--- src/rtl/weight_loader.sv ---
// rtl/weight_loader.sv - framed host word stream to the shared weight write bus; optional checksum word under WEIGHT_LOADER_CHECKSUM_EN
module weight_loader #(
  parameter int         DATA_WIDTH = 32,
  parameter int         ADDR_WIDTH = 32,
  parameter logic [7:0] MAGIC      = 8'hA5,
  parameter int         LEN_WIDTH  = 24
) (
  input  logic                  clk,
  input  logic                  rst,
  input  logic [DATA_WIDTH-1:0] s_data,
  input  logic                  s_valid,
  output logic                  s_ready,
  output logic [DATA_WIDTH-1:0] weight_wr_data,
  output logic [ADDR_WIDTH-1:0] weight_wr_addr,
  output logic                  weight_wr_en,
  output logic                  busy,
  output logic                  done,
  output logic                  err,
  output logic [31:0]           words_loaded
);

`ifdef WEIGHT_LOADER_CHECKSUM_EN
  typedef enum logic [2:0] {S_IDLE, S_LEN, S_DATA, S_CSUM, S_DONE} state_t;
`else
  typedef enum logic [2:0] {S_IDLE, S_LEN, S_DATA, S_DONE} state_t;
`endif

  state_t                state_q;
  logic [ADDR_WIDTH-1:0] base_q;
  logic [LEN_WIDTH-1:0]  len_q;
  logic [LEN_WIDTH-1:0]  cnt_q;
  logic                  s_ready_q;
  logic [DATA_WIDTH-1:0] wr_data_q;
  logic [ADDR_WIDTH-1:0] wr_addr_q;
  logic                  wr_en_q;
  logic                  busy_q;
  logic                  done_q;
  logic                  err_q;
  logic [31:0]           words_q;
`ifdef WEIGHT_LOADER_CHECKSUM_EN
  logic [DATA_WIDTH-1:0] csum_q;
`endif

  logic                  accept_d;
  logic                  last_beat_d;
  logic [ADDR_WIDTH-1:0] wr_addr_d;

  // Beat handshake, end-of-payload detect and the address of the current payload word
  always_comb begin
    accept_d    = s_valid & s_ready_q;
    last_beat_d = (cnt_q == len_q - LEN_WIDTH'(1));
    wr_addr_d   = base_q + ADDR_WIDTH'(cnt_q);
  end

  // Packet parser: all outputs are registered; s_ready drops only for the DONE cycle
  always_ff @(posedge clk) begin
    if (rst) begin
      state_q   <= S_IDLE;
      base_q    <= '0;
      len_q     <= '0;
      cnt_q     <= '0;
      s_ready_q <= 1'b0;
      wr_data_q <= '0;
      wr_addr_q <= '0;
      wr_en_q   <= 1'b0;
      busy_q    <= 1'b0;
      done_q    <= 1'b0;
      err_q     <= 1'b0;
      words_q   <= '0;
`ifdef WEIGHT_LOADER_CHECKSUM_EN
      csum_q    <= '0;
`endif
    end else begin
      s_ready_q <= 1'b1;
      wr_en_q   <= 1'b0;
      done_q    <= 1'b0;
      err_q     <= 1'b0;
      case (state_q)
        S_IDLE: begin
          if (accept_d) begin
            if (s_data[31:24] == MAGIC) begin
              base_q  <= ADDR_WIDTH'(s_data[23:0]);
              busy_q  <= 1'b1;
              state_q <= S_LEN;
`ifdef WEIGHT_LOADER_CHECKSUM_EN
              csum_q  <= '0;
`endif
            end else begin
              err_q <= 1'b1;
            end
          end
        end
        S_LEN: begin
          if (accept_d) begin
            len_q <= s_data[LEN_WIDTH-1:0];
            cnt_q <= '0;
            if (s_data[LEN_WIDTH-1:0] != '0) begin
              state_q <= S_DATA;
            end else begin
`ifdef WEIGHT_LOADER_CHECKSUM_EN
              state_q <= S_CSUM;
`else
              state_q   <= S_DONE;
              done_q    <= 1'b1;
              s_ready_q <= 1'b0;
`endif
            end
          end
        end
        S_DATA: begin
          if (accept_d) begin
            wr_en_q   <= 1'b1;
            wr_data_q <= s_data;
            wr_addr_q <= wr_addr_d;
            words_q   <= words_q + 32'd1;
`ifdef WEIGHT_LOADER_CHECKSUM_EN
            csum_q    <= csum_q + s_data;
`endif
            if (last_beat_d) begin
`ifdef WEIGHT_LOADER_CHECKSUM_EN
              state_q <= S_CSUM;
`else
              state_q   <= S_DONE;
              done_q    <= 1'b1;
              s_ready_q <= 1'b0;
`endif
            end else begin
              cnt_q <= cnt_q + LEN_WIDTH'(1);
            end
          end
        end
`ifdef WEIGHT_LOADER_CHECKSUM_EN
        S_CSUM: begin
          if (accept_d) begin
            state_q   <= S_DONE;
            done_q    <= 1'b1;
            err_q     <= (s_data != csum_q);
            s_ready_q <= 1'b0;
          end
        end
`endif
        S_DONE: begin
          state_q <= S_IDLE;
          busy_q  <= 1'b0;
        end
        default: begin
          state_q <= S_IDLE;
          busy_q  <= 1'b0;
        end
      endcase
    end
  end

  assign s_ready        = s_ready_q;
  assign weight_wr_data = wr_data_q;
  assign weight_wr_addr = wr_addr_q;
  assign weight_wr_en   = wr_en_q;
  assign busy           = busy_q;
  assign done           = done_q;
  assign err            = err_q;
  assign words_loaded   = words_q;

endmodule

--- config.mk ---
export PLATFORM = sky130hd
export DESIGN_NAME = weight_loader
export DESIGN_NICKNAME = d
export VERILOG_FILES = /design/src/rtl/weight_loader.sv
export SDC_FILE = /design/constraint.sdc
export NUM_CORES = 1
export LEC_CHECK = 0
export BUFFER_PORTS_ARGS = -buffer_cell sky130_fd_sc_hd__buf_2
export CAP_MARGIN = 20
export CORE_MARGIN = 2
export CORE_UTILIZATION = 40
export DETAILED_ROUTE_END_ITERATION = 10
export PLACE_DENSITY = 0.68
export SYNTH_ARGS = -nofsm -noshare
export SYNTH_HDL_FRONTEND = slang
export SYNTH_SLANG_ARGS = --single-unit
--- constraint.sdc ---
create_clock -name clk -period 3.1 [get_ports clk]
set_input_delay 0.62 -clock clk [delete_from_list [all_inputs] [get_ports clk]]
set_output_delay 0.62 -clock clk [all_outputs]
set_load 0.1 [all_outputs]
Word level (Yosys, flattened, before mapping)
Index checks and enable logic that the tools add are counted.
{ "totals": {"ff_bits": 176, "out_inout_bits": 101} }
{ "op_classes": {"n_reduce_logical": 12, "add_sub_neg": 4, "n_eq_ne": 10, "mux": 26, "bitwise": 5} }
{ "op_table": {"columns": ["operator", "count"], "rows": [
  ["$mux W24", 3],
  ["$pmux W24 S2", 1],
  ["$add A32 B1 Y32 const B", 1],
  ["$add A24 B24 Y25", 1],
  ["$add A24 B1 Y24 const B", 1],
  ["$eq A24 B24 Y1", 1],
  ["$reduce_bool A24 Y1", 1],
  ["$sub A24 B1 Y24 const B", 1],
  ["$mux W3", 5],
  ["$mux W1", 13],
  ["$ne A2 B2 Y1 const B", 6],
  ["$pmux W3 S3", 1],
  ["$eq A8 B8 Y1 const B", 1],
  ["$pmux W1 S2", 3],
  ["$reduce_and A3 Y1", 2],
  ["$reduce_and A5 Y1", 1],
  ["$not A1 Y1", 4],
  ["$reduce_and A2 Y1", 2],
  ["$reduce_and A4 Y1", 1],
  ["$reduce_or A2 Y1", 2],
  ["$eq A3 B1 Y1 const B", 1],
  ["$eq A3 B2 Y1 const B", 1],
  ["$logic_not A3 Y1", 1],
  ["$reduce_or A3 Y1", 1],
  ["2 further kinds", 2]
]} }

Depth between registers and ports, before layout
Gate-level depths: netlist of run 1.
{ "logic_depth": {"depth_word": 5, "depth_mapped": 14} }

Worst setup path after synthesis of run 1
OpenSTA, ideal clock, no wires.
{ "synth_path": {"path_kind": "reg2reg", "from": "register len_q[12]", "to": "register cnt_q[17]", "path_stages_with_launch": 13, "setup_ns": 0.115, "arrival_time_ns": 3.183, "synth_period_minus_slack_ns": 3.298, "path_slack_ns": -0.198, "path_buffers": 3, "cell_sequence": "dfxtp_1 buf_6 or4_4 or3_1 buf_2 or4_1 a22oi_1 nand4_1 nor4_4 nor4_2 buf_6 and3_1 o21a_1"} }
{ "synth_between": {"elab_chain_cells": 4} }
{ "synth_lines": {"columns": ["element", "line_no", "source"], "rows": [
  ["start: declaration", "30", "logic [LEN_WIDTH-1:0] len_q;"],
  ["start signal: assignment", "95", "len_q <= s_data[LEN_WIDTH-1:0];"],
  ["$sub A24 B1 Y24", "51", "last_beat_d = (cnt_q == len_q - LEN_WIDTH'(1));"],
  ["$eq A24 B24 Y1", "51", null],
  ["$ne A2 B2 Y1 (no source line)", null, null],
  ["$reduce_and A4 Y1 (no source line)", null, null],
  ["end signal: assignment", "128", "cnt_q <= cnt_q + LEN_WIDTH'(1);"],
  ["end: declaration", "31", "logic [LEN_WIDTH-1:0] cnt_q;"]
]} }
No other way between the ends.
A chain may end at the register's enable or synchronous reset.

Final worst setup path of run 1
{ "layout_path": {"from": "register len_q[15]", "to": "register cnt_q[23]"} }
Same word-level chain as after synthesis.

==> impl.org, run 1 <==
** Yosys
- Simple-gate portion of the synthesized area :: 0.258
- The mapped netlist covers 0.00845 mm^2.
- Dominant combinational cell family by area after synthesis :: simple AND/OR/NAND/NOR gates
- Count of warnings emitted by yosys :: 0
- Synthesized-area fraction occupied by adder cells :: 0.0483
- Top_reg_cell synth :: dfxtp_1
- In the synthesized netlist, the number of instances is 1061.
- For this run, asynchronously set or reset flops after synthesis account for 0.
- EDFF count, synth :: 0
- A synthesized cell averages 7.97 um^2.
- Of the synthesized area, sequential elements account for 0.398.
- Of the total synthesized cell area, the portion taken by XOR and XNOR cells is 0.0964.
- After synthesis, the netlist uses 64 different library cells.
- FF+latch count, synth :: 168
- The portion of synthesized area spent on multiplexers is 0.00355.
- Share of the synthesized area in compound gates (AO/OA/AOI/OAI) :: 0.155

** Timing
- Headroom to the max-slew limit came out at 0.539.
- Transition at the pin with the smallest max-transition slack :: 0.692 ns
- Max Clock Freq :: 0.318 GHz
- The max-slew violation total from the final report is 0.
- Post-route minimum period :: 3.15 ns
- Hold is met by 0.431 ns.
- Hold violation count in the final report :: 0
- Setup repair after global routing missed its margin :: yes
- Clock skew on the completed layout was measured at 0.00876 ns.
- Final clock period utilization by the worst path :: 1.01
- Final Worst Setup Slack :: -0.0460 ns
- Setup violations, final :: 2

** Floorplanning
- Full die area :: 0.0223 mm^2
- Standard-cell rows :: 53
- Floorplan die height :: 149 um
- The total area inside the core boundary comes to 0.0209 mm^2.
- Number of I/O pins :: 136
- The die is 149 um wide.
- Initial Util :: 0.405

** Drt
- Number of detailed-route iterations in the first pass :: 7
- Violation count after the first detailed-route iteration :: 561
- Number of design rule violations left after detail routing :: 0
- Summing over every cut layer, the via total after detailed routing is 8078.
- For this block, the routed nets add up to 24300 um of wire.
- Using the TritonRoute via totals, the vias-per-cell ratio works out to 5.35.
- Post-DR wirelength/cell :: 16.1 um
- The count of nets left with antenna violations once routing finished came out at 0.

** Hold path
- Classification of the worst-slack hold path :: primary input to flop

** Setup path
- Largest stage delay on the critical path :: 0.52 ns
- Among the stages of the critical path, the cell type that occurs most often is or4_4.
- STA puts the critical path data arrival time at 3.47 ns.
- Critical path fanouts, max :: 8
- STA classifies the critical path startpoint as a flop.
- Worst-path cell chain :: or4_4 > or3_4 > or4_4 > a22oi_2 > nand4_1 > nor4_4 > buf_6 > buf_8 > nor3_2 > xor2_1 > and2_1
- Data on the critical path is required at its endpoint by 3.43 ns.
- Crit path buf inv count :: 2
- Crit path max-delay family :: simple AND/OR/NAND/NOR gates
- Nature of the critical path endpoint :: flop
- The slowest stage of the critical path belongs to the cell or4_4.
- Critical path start-end classification :: flop to flop

** Clock tree
- Clock latency on the worst-skew pair, taken at its later pin, is 0.43 ns.
- Library cell used as clock root buffer :: clkbuf_16
- Counting along the longest clock path gives a buffer depth of 2.
- Buffers inserted during clock tree synthesis total 17.
- The clock drives 168 sinks.
- In this run the number of H-tree levels came out at 4.
- Clock tree from TritonCTS :: done
- The number of hold buffers added after CTS was 0.
- After clock tree synthesis, the clock-pin slew on the worst setup and hold paths is 0.07 ns.

** Global route
- In the global route stage, overall resource usage came out at 0.215.
- Initial antenna violation count :: 0
- The number of global-route vias before repair was 7569.
- Total global routing overflow :: 0
- Pin count of the biggest net entering global routing :: 64
- Global-route wire length before repair :: 38300 um

** Placed design
- Placed insts :: 1476
- Prior to clock tree synthesis, the placed netlist has a worst setup slack of -0.265 ns.
- GPL Wtd Cong :: 0.898
- Input/output buffers :: 128
- Detail Placement HPWL :: 17600 um
- Placed Area :: 0.00970 mm^2

** Run
- Across the run, the number of max-cap violations was 0.

** Layout
- The area growth from synthesis to layout is 24.2%.
- After routing the design area is 0.0105 mm^2.
- Number of antenna cells inserted :: 0
- Final Non-Filler Cells :: 1511
- In the final layout, the share of cells above drive strength 1 is 0.218.
- Number of nets in the finished design :: 1290

** Power
- Of the total power, the share spent switching nets is 0.297.
- Overall power consumption after layout is estimated at 5.04 mW.
- Sequential cell fraction of total power :: 0.438
- Summed over all cells, the static leakage comes to 4.45 nW.
- Cell internal power was estimated by the tool at 3.54 mW.
- Power spread over the standard cell area amounts to 480 mW/mm^2.
- The analysis attributes to net switching a power of 1.50 mW.
- The share of total power dissipated in the clock network is 0.416.
- Part of the total power dissipated in combinational logic :: 0.147
- VDD sags by at most 359 uV.

** Run status
- Result of the run :: complete, but fails checks
- The checks that failed: setup timing.
metrics by stage:
stage          TNS [ns]   util
5_1_grt           -1.36  0.503
6_report        -0.0492  0.503
4_1_cts         -0.0638  0.495
2_1_floorplan    -0.616      -
3_5_place_dp      -3.45  0.464
3_3_place_gp      -1.59  0.464
worst paths after layout:
check	depth (start not counted)	to	slack, ns	startpoint
setup / recovery	11	cnt_q[23]$_SDFFE_PP0P_	-0.05	len_q[15]$_SDFFE_PP0P_
hold / removal	3	weight_wr_data[25]$_SDFFE_PP0P_	0.43	s_data[25]
setup reg to reg	11	cnt_q[23]$_SDFFE_PP0P_	-0.05	len_q[15]$_SDFFE_PP0P_
hold reg to reg	2	weight_wr_addr[19]$_SDFFE_PP0P_	0.45	weight_wr_addr[19]$_SDFFE_PP0P_
cells in the mapped netlist (all sizes together), types with 3 or more instances:
| library cell | count | area share |
|---|---|---|
| a211oi | 6 | 0.0053 |
| a21o | 12 | 0.011 |
| a21oi | 125 | 0.074 |
| a221oi | 3 | 0.0031 |
| a31o | 5 | 0.0052 |
| a31oi | 6 | 0.0044 |
| and2 | 14 | 0.010 |
| and3 | 23 | 0.017 |
| buf | 15 | 0.012 |
| clkbuf | 41 | 0.018 |
| dfxtp | 168 | 0.40 |
| ha | 31 | 0.046 |
| inv | 22 | 0.0098 |
| mux2i | 3 | 0.0036 |
| nand2 | 236 | 0.10 |
| nand2b | 3 | 0.0022 |
| nand3 | 30 | 0.018 |
| nand3b | 6 | 0.0053 |
| nand4 | 20 | 0.016 |
| nor2 | 71 | 0.032 |
| nor3 | 19 | 0.011 |
| nor3b | 3 | 0.0027 |
| nor4 | 19 | 0.018 |
| nor4b | 3 | 0.0031 |
| o211ai | 5 | 0.0044 |
| o21a | 5 | 0.0044 |
| o21ai | 19 | 0.012 |
| o21bai | 5 | 0.0044 |
| o31ai | 5 | 0.0044 |
| o41ai | 3 | 0.0031 |
| or3 | 6 | 0.0044 |
| or4 | 9 | 0.0089 |
| xnor2 | 49 | 0.051 |
| xor2 | 44 | 0.046 |
kinds of logic (layout without fill, tap and decap cells):
family | Yosys count | in the layout
xor gates and xnor gates | 93 | 93
other | 1 | 7
AOI/OAI and AO/OA | 217 | 217
and+or+nand+nor | 468 | 468
DFF | 168 | 168
buffers and inverters | 79 | 248
muxes | 3 | 3
adders and majority gates | 32 | 32
state kept, by name (all words and copies together), names as in the netlist:
| name | cells |
|---|---|
| err | 1 |
| base_q | 24 |
| words_loaded | 32 |
| weight_wr_en | 1 |
| s_ready | 1 |
| done | 1 |
| weight_wr_data | 32 |
| busy | 1 |
| cnt_q | 24 |
| weight_wr_addr | 25 |
| state_q | 2 |
| len_q | 24 |
per-layer routing:
layer,GRT usage,up-vias,share of wire
li1,-,3989,-
met2,0.347,251,0.47
met1,0.283,3798,0.45
met4,0.0762,0,0.022
met3,0.0462,40,0.062
met5,0,-,0
area by class of cell:
type	count	area, um^2
Fill cell	2039	10400
Multi-Input combinational cell	820	4970
Sequential cell	168	3370
Timing Repair Buffer	193	1150
Clock buffer	17	425
Tap cell	275	344
Clock inverter	15	155
Inverter	23	86.3
layout by cell type, fill, tap and decap left out, drive strengths merged, types with 6 or more instances in the layout:
master | netlist | routed
nand3b | 6 | 6
xnor2 | 49 | 49
nor2 | 71 | 71
nand4 | 20 | 20
nor3 | 19 | 19
nor4 | 19 | 19
a211oi | 6 | 6
a21o | 12 | 12
or4 | 9 | 9
o21ai | 19 | 19
clkbuf | 41 | 17
a31oi | 6 | 6
and3 | 23 | 23
ha | 31 | 31
or3 | 6 | 6
conb | 1 | 7
a21oi | 125 | 125
inv | 22 | 30
nand2 | 236 | 236
dfxtp | 168 | 168
and2 | 14 | 14
buf | 15 | 193
xor2 | 44 | 44
nand3 | 30 | 30
power by group through the flow:
| stage | sequential, mW | combinational [mW] | clock, mW |
|---|---|---|---|
| after floorplan | 2.29 | 0.425 | 0 |
| after global routing | 2.21 | 0.791 | 2.21 |
| after global placement | 2.25 | 0.634 | 0 |
| final | 2.21 | 0.739 | 2.09 |
| after CTS | 2.20 | 0.656 | 2.12 |
| after detailed placement | 2.25 | 0.643 | 0 |
tightest hold or removal path: stages:
cell and delay, ns:
buf_2 0.10, nand2_1 0.05, a21oi_1 0.05
timing repair:
action                                  in CTS  in global routing
cloned                                       1                  0
endpoints found under the setup margin      26                 30
gates resized for setup                     10                 29
buffers inserted                             1                  3
pin swaps                                    7                 26
Power figures use the tool's default switching activity.
==> run 2, diff against run 1 <==
--- a/config.mk
+++ b/config.mk
@@ -11,6 +11,7 @@
 export CORE_UTILIZATION = 40
 export DETAILED_ROUTE_END_ITERATION = 10
 export PLACE_DENSITY = 0.68
+export SKIP_CTS_REPAIR_TIMING = 1
 export SYNTH_ARGS = -nofsm -noshare
 export SYNTH_HDL_FRONTEND = slang
 export SYNTH_SLANG_ARGS = --single-unit
==> run 2 against run 1 <==
Effect of this change:
- the run still ends with setup timing left
- worst setup slack lost 0.058 ns
- highest routed layer unchanged
- sequential power is essentially flat
- total power shrank 0.48%
- final cell count grew 0.20%
- core utilization shrank 0.14 points
- count of clock-buffer cells in the layout is the same
- combinational power shrank 4.3%
- die area is the same
- maximum frequency shrank 1.8%
- via count is essentially flat
- global-route usage shrank 0.071 points
- critical path type unchanged
==> impl.org, run 2 (synthesized netlist as in run 1, its figures left out) <==
** Run status
- Result of the run :: complete, but fails checks (unchanged)
- Violated checks: setup timing (unchanged).

** Timing
- The slew at the pin closest to its max-slew limit is 0.650 ns (was 0.692 ns).
- Final clock period utilization by the worst path :: 1.03 (was 1.01)
- The clock period minus final worst setup slack was 3.20 ns (was 3.15 ns).
- Setup violations, final :: 12 (was 2)
- Maximum clock skew at final layout :: 0.00877 ns (was 0.00876 ns)
- Max Clock Freq :: 0.312 GHz (was 0.318 GHz)
- The setup slack of the critical path after layout came to -0.104 ns (was -0.0460 ns).
- Final hold slack :: 0.425 ns (was 0.431 ns)
- Accumulated negative setup slack :: -0.543 ns (was -0.0492 ns)
- Slew margin rel. :: 0.567 (was 0.539)
- Hold violation count in the final report :: 0 (unchanged)
- Setup repair after global routing missed its margin: yes (unchanged).
- Pins Over Slew Limit :: 0 (unchanged)

** Drt
- The starting DRC count in detailed routing came to 533 (was 561).
- M1 wire length :: 11000 um (about the same)
- The average vias per placed instance is 5.34 (was 5.35).
- Number of design rule violations left after detail routing :: 0 (unchanged)
- Antenna viol nets, final :: 0 (unchanged)
- Wire length on met2 :: 11300 um (about the same)
- Met3 wire length :: 1460 um (was 1520 um)
- Number of detailed-route iterations in the first pass :: 8 (was 7)
- The overall via count from detail_route came to 8082 (was 8078).
- The post-detailed-route wirelength per cell was 16.1 um (about the same).
- Highest metal layer with signal wires :: met4 (unchanged)
- The routed wire length was 24300 um (about the same).

** Floorplanning
- Number of I/O pins :: 136 (unchanged)
- The initial standard-cell utilization of the core was 0.405 (unchanged).
- Floorplan die height :: 149 um (unchanged)
- The total core area is 0.0209 mm^2 (unchanged).
- The x dimension of the die was 149 um (unchanged).
- Standard-cell rows :: 53 (unchanged)
- The die footprint came to 0.0223 mm^2 (unchanged).

** Setup path
- The reg2reg setup slack was -0.10 ns (was -0.05 ns).
- Critical path fanouts, max :: 8 (unchanged)
- The arrival time at the worst endpoint is 3.54 ns (was 3.47 ns).
- Worst-path cell chain :: or4_4 > or3_4 > o31ai_1 > a22oi_2 > nand4_1 > nor4_4 > buf_6 > buf_6 > nor4_4 > a21oi_1 > a31o_2 (was or4_4 > or3_4 > or4_4 > a22oi_2 > nand4_1 > nor4_4 > buf_6 > buf_8 > nor3_2 > xor2_1 > and2_1)
- The number of logic stages on the critical path including buffering came to 11 (unchanged).
- Crit path max-delay family :: simple AND/OR/NAND/NOR gates (unchanged)
- Critical-path top delay cell :: or4_4 (unchanged)
- Endpoint of the most critical register-to-register path :: cnt_q[18]$_SDFFE_PP0P_ (was cnt_q[23]$_SDFFE_PP0P_)
- R2r worst-path depth :: 11 (unchanged)
- The startpoint class of the critical path is a flop (unchanged).
- The largest stage delay on the critical path is 0.52 ns (about the same).
- Critical register-to-register path startpoint :: len_q[15]$_SDFFE_PP0P_ (unchanged)
- Critical Path RT :: 3.43 ns (about the same)
- Crit path buf inv count :: 2 (unchanged)
- The type of element capturing the critical path was a flop (unchanged).
- The classification of the worst setup path is flop to flop (unchanged).

** Power
- The part of the total power dissipated in sequential elements came to 0.440 (was 0.438).
- Internal power consumption :: 3.52 mW (was 3.54 mW)
- The maximum vdd ir drop came to 379 uV (was 359 uV).
- The power density over the cells came to 479 mW/mm^2 (was 480 mW/mm^2).
- Power consumption :: 5.01 mW (was 5.04 mW)
- Switching power :: 1.49 mW (was 1.50 mW)
- The clock network power share came to 0.419 (was 0.416).
- The reported leakage power came to 4.45 nW (about the same).
- The switching share of power was 0.298 (was 0.297).
- Part of the total power dissipated in combinational logic :: 0.141 (was 0.147)

** Global route
- The number of antenna violations at the first check in global routing is 0 (unchanged).
- The number of global-route vias before repair was 7531 (was 7569).
- Global-route wire length before repair :: 38100 um (was 38300 um)
- The overall global routing resource usage was 0.214 (was 0.215).
- The aggregate global routing overflow came to 0 (unchanged).
- The maximum number of pins on one net before global-route repair is 64 (unchanged).

** Layout
- The filler-free cell count of the finished design was 1514 (was 1511).
- Number of antenna cells inserted :: 0 (unchanged)
- Most common cell after layout, fill and taps aside :: nand2_1 (unchanged)
- Final core utilization :: 0.501 (was 0.503)
- The area of all placed cells without fillers was 0.0105 mm^2 (about the same).
- Syn-to-layout area delta :: 23.8% (was 24.2%)
- Number of nets in the finished design :: 1293 (was 1290)
- Commonest cells after routing, fill and taps aside: 235 x nand2_1, 166 x dfxtp_1, 127 x buf_2, 121 x a21oi_1, 70 x nor2_1 (unchanged).
- Share of cells above drive strength 1 :: 0.215 (was 0.218)

** Hold path
- Number of instances on the worst hold path :: 3 (unchanged)
- Classification of the worst-slack hold path :: primary input to flop (unchanged)
- The source of the worst hold timing path was s_data[25] (unchanged).
- The endpoint of the worst hold path is weight_wr_data[25]$_SDFFE_PP0P_ (unchanged).

** Clock tree
- Maximum level of the CTS H-tree :: 4 (unchanged)
- TritonCTS buffer count :: 17 (unchanged)
- The latest clock arrival within the worst-skew pair was 0.44 ns (was 0.43 ns).
- Library cell used as clock root buffer :: clkbuf_16 (unchanged)
- The maximum buffer depth of the clock tree came to 2 (unchanged).
- Clock tree sinks :: 168 (unchanged)
- Clock tree from TritonCTS :: done (unchanged)
- Clock slew seen by the registers of the worst setup and hold paths :: 0.07 ns (about the same)

** Placed design
- The post-placement setup slack is -0.265 ns (unchanged).
- Input/output buffers :: 128 (unchanged)
- The placed wire-length estimate after detailed placement came to 17600 um (unchanged).
- The total cell area at the placement stage was 0.00970 mm^2 (unchanged).
- The number of placed instances, taps included came to 1476 (unchanged).
- The routability congestion estimate from global placement is 0.898 (unchanged).

** Run
- The number of max-cap violations is 0 (unchanged).
## run 2: worst max-delay path by stage
stage / from / end / slack [ns]
after detailed placement: len_q[15]$_SDFFE_PP0P_ / cnt_q[23]$_SDFFE_PP0P_ / -0.27
after CTS: len_q[15]$_SDFFE_PP0P_ / cnt_q[23]$_SDFFE_PP0P_ / -0.27
after global routing: len_q[15]$_SDFFE_PP0P_ / cnt_q[14]$_SDFFE_PP0P_ / -0.26
after floorplan: len_q[15]$_SDFFE_PP0P_ / cnt_q[21]$_SDFFE_PP0P_ / -0.08
after global placement: len_q[15]$_SDFFE_PP0P_ / cnt_q[23]$_SDFFE_PP0P_ / -0.19
final: len_q[15]$_SDFFE_PP0P_ / cnt_q[18]$_SDFFE_PP0P_ / -0.10
## run 2: power by group through the flow
stage | registers, mW | logic [mW] | clock network, mW
final | 2.20 | 0.707 | 2.10
after global routing | 2.21 | 0.761 | 2.21
after CTS | 2.20 | 0.646 | 2.12
after detailed placement | 2.25 | 0.643 | 0
after global placement | 2.25 | 0.634 | 0
after floorplan | 2.29 | 0.425 | 0
## run 2: layer usage
metal  global-route usage  up-vias
li1                     -     3996
met1                0.282     3812
met2                0.347      237
met5                    0        -
met3               0.0511       37
met4               0.0657        0
## run 2: cell type report
| class | count | area, um^2 |
|---|---|---|
| fillers | 2034 | 10400 |
| multi-input cells | 820 | 4920 |
| flip-flops and latches | 168 | 3370 |
| repair buffers | 196 | 1170 |
| clock buffers | 17 | 425 |
| well taps | 275 | 344 |
| clock inverters | 15 | 155 |
| inverters | 23 | 86.3 |
## run 2: worst register-to-register path, cell delays in order, from the launching register on
cell and delay [ns]:
dfxtp_2 0.32, or4_4 0.52, or3_4 0.45, o31ai_1 0.38, a22oi_2 0.11, nand4_1 0.18
nor4_4 0.06, buf_6 0.14, buf_6 0.14, nor4_4 0.47, a21oi_1 0.12, a31o_2 0.23
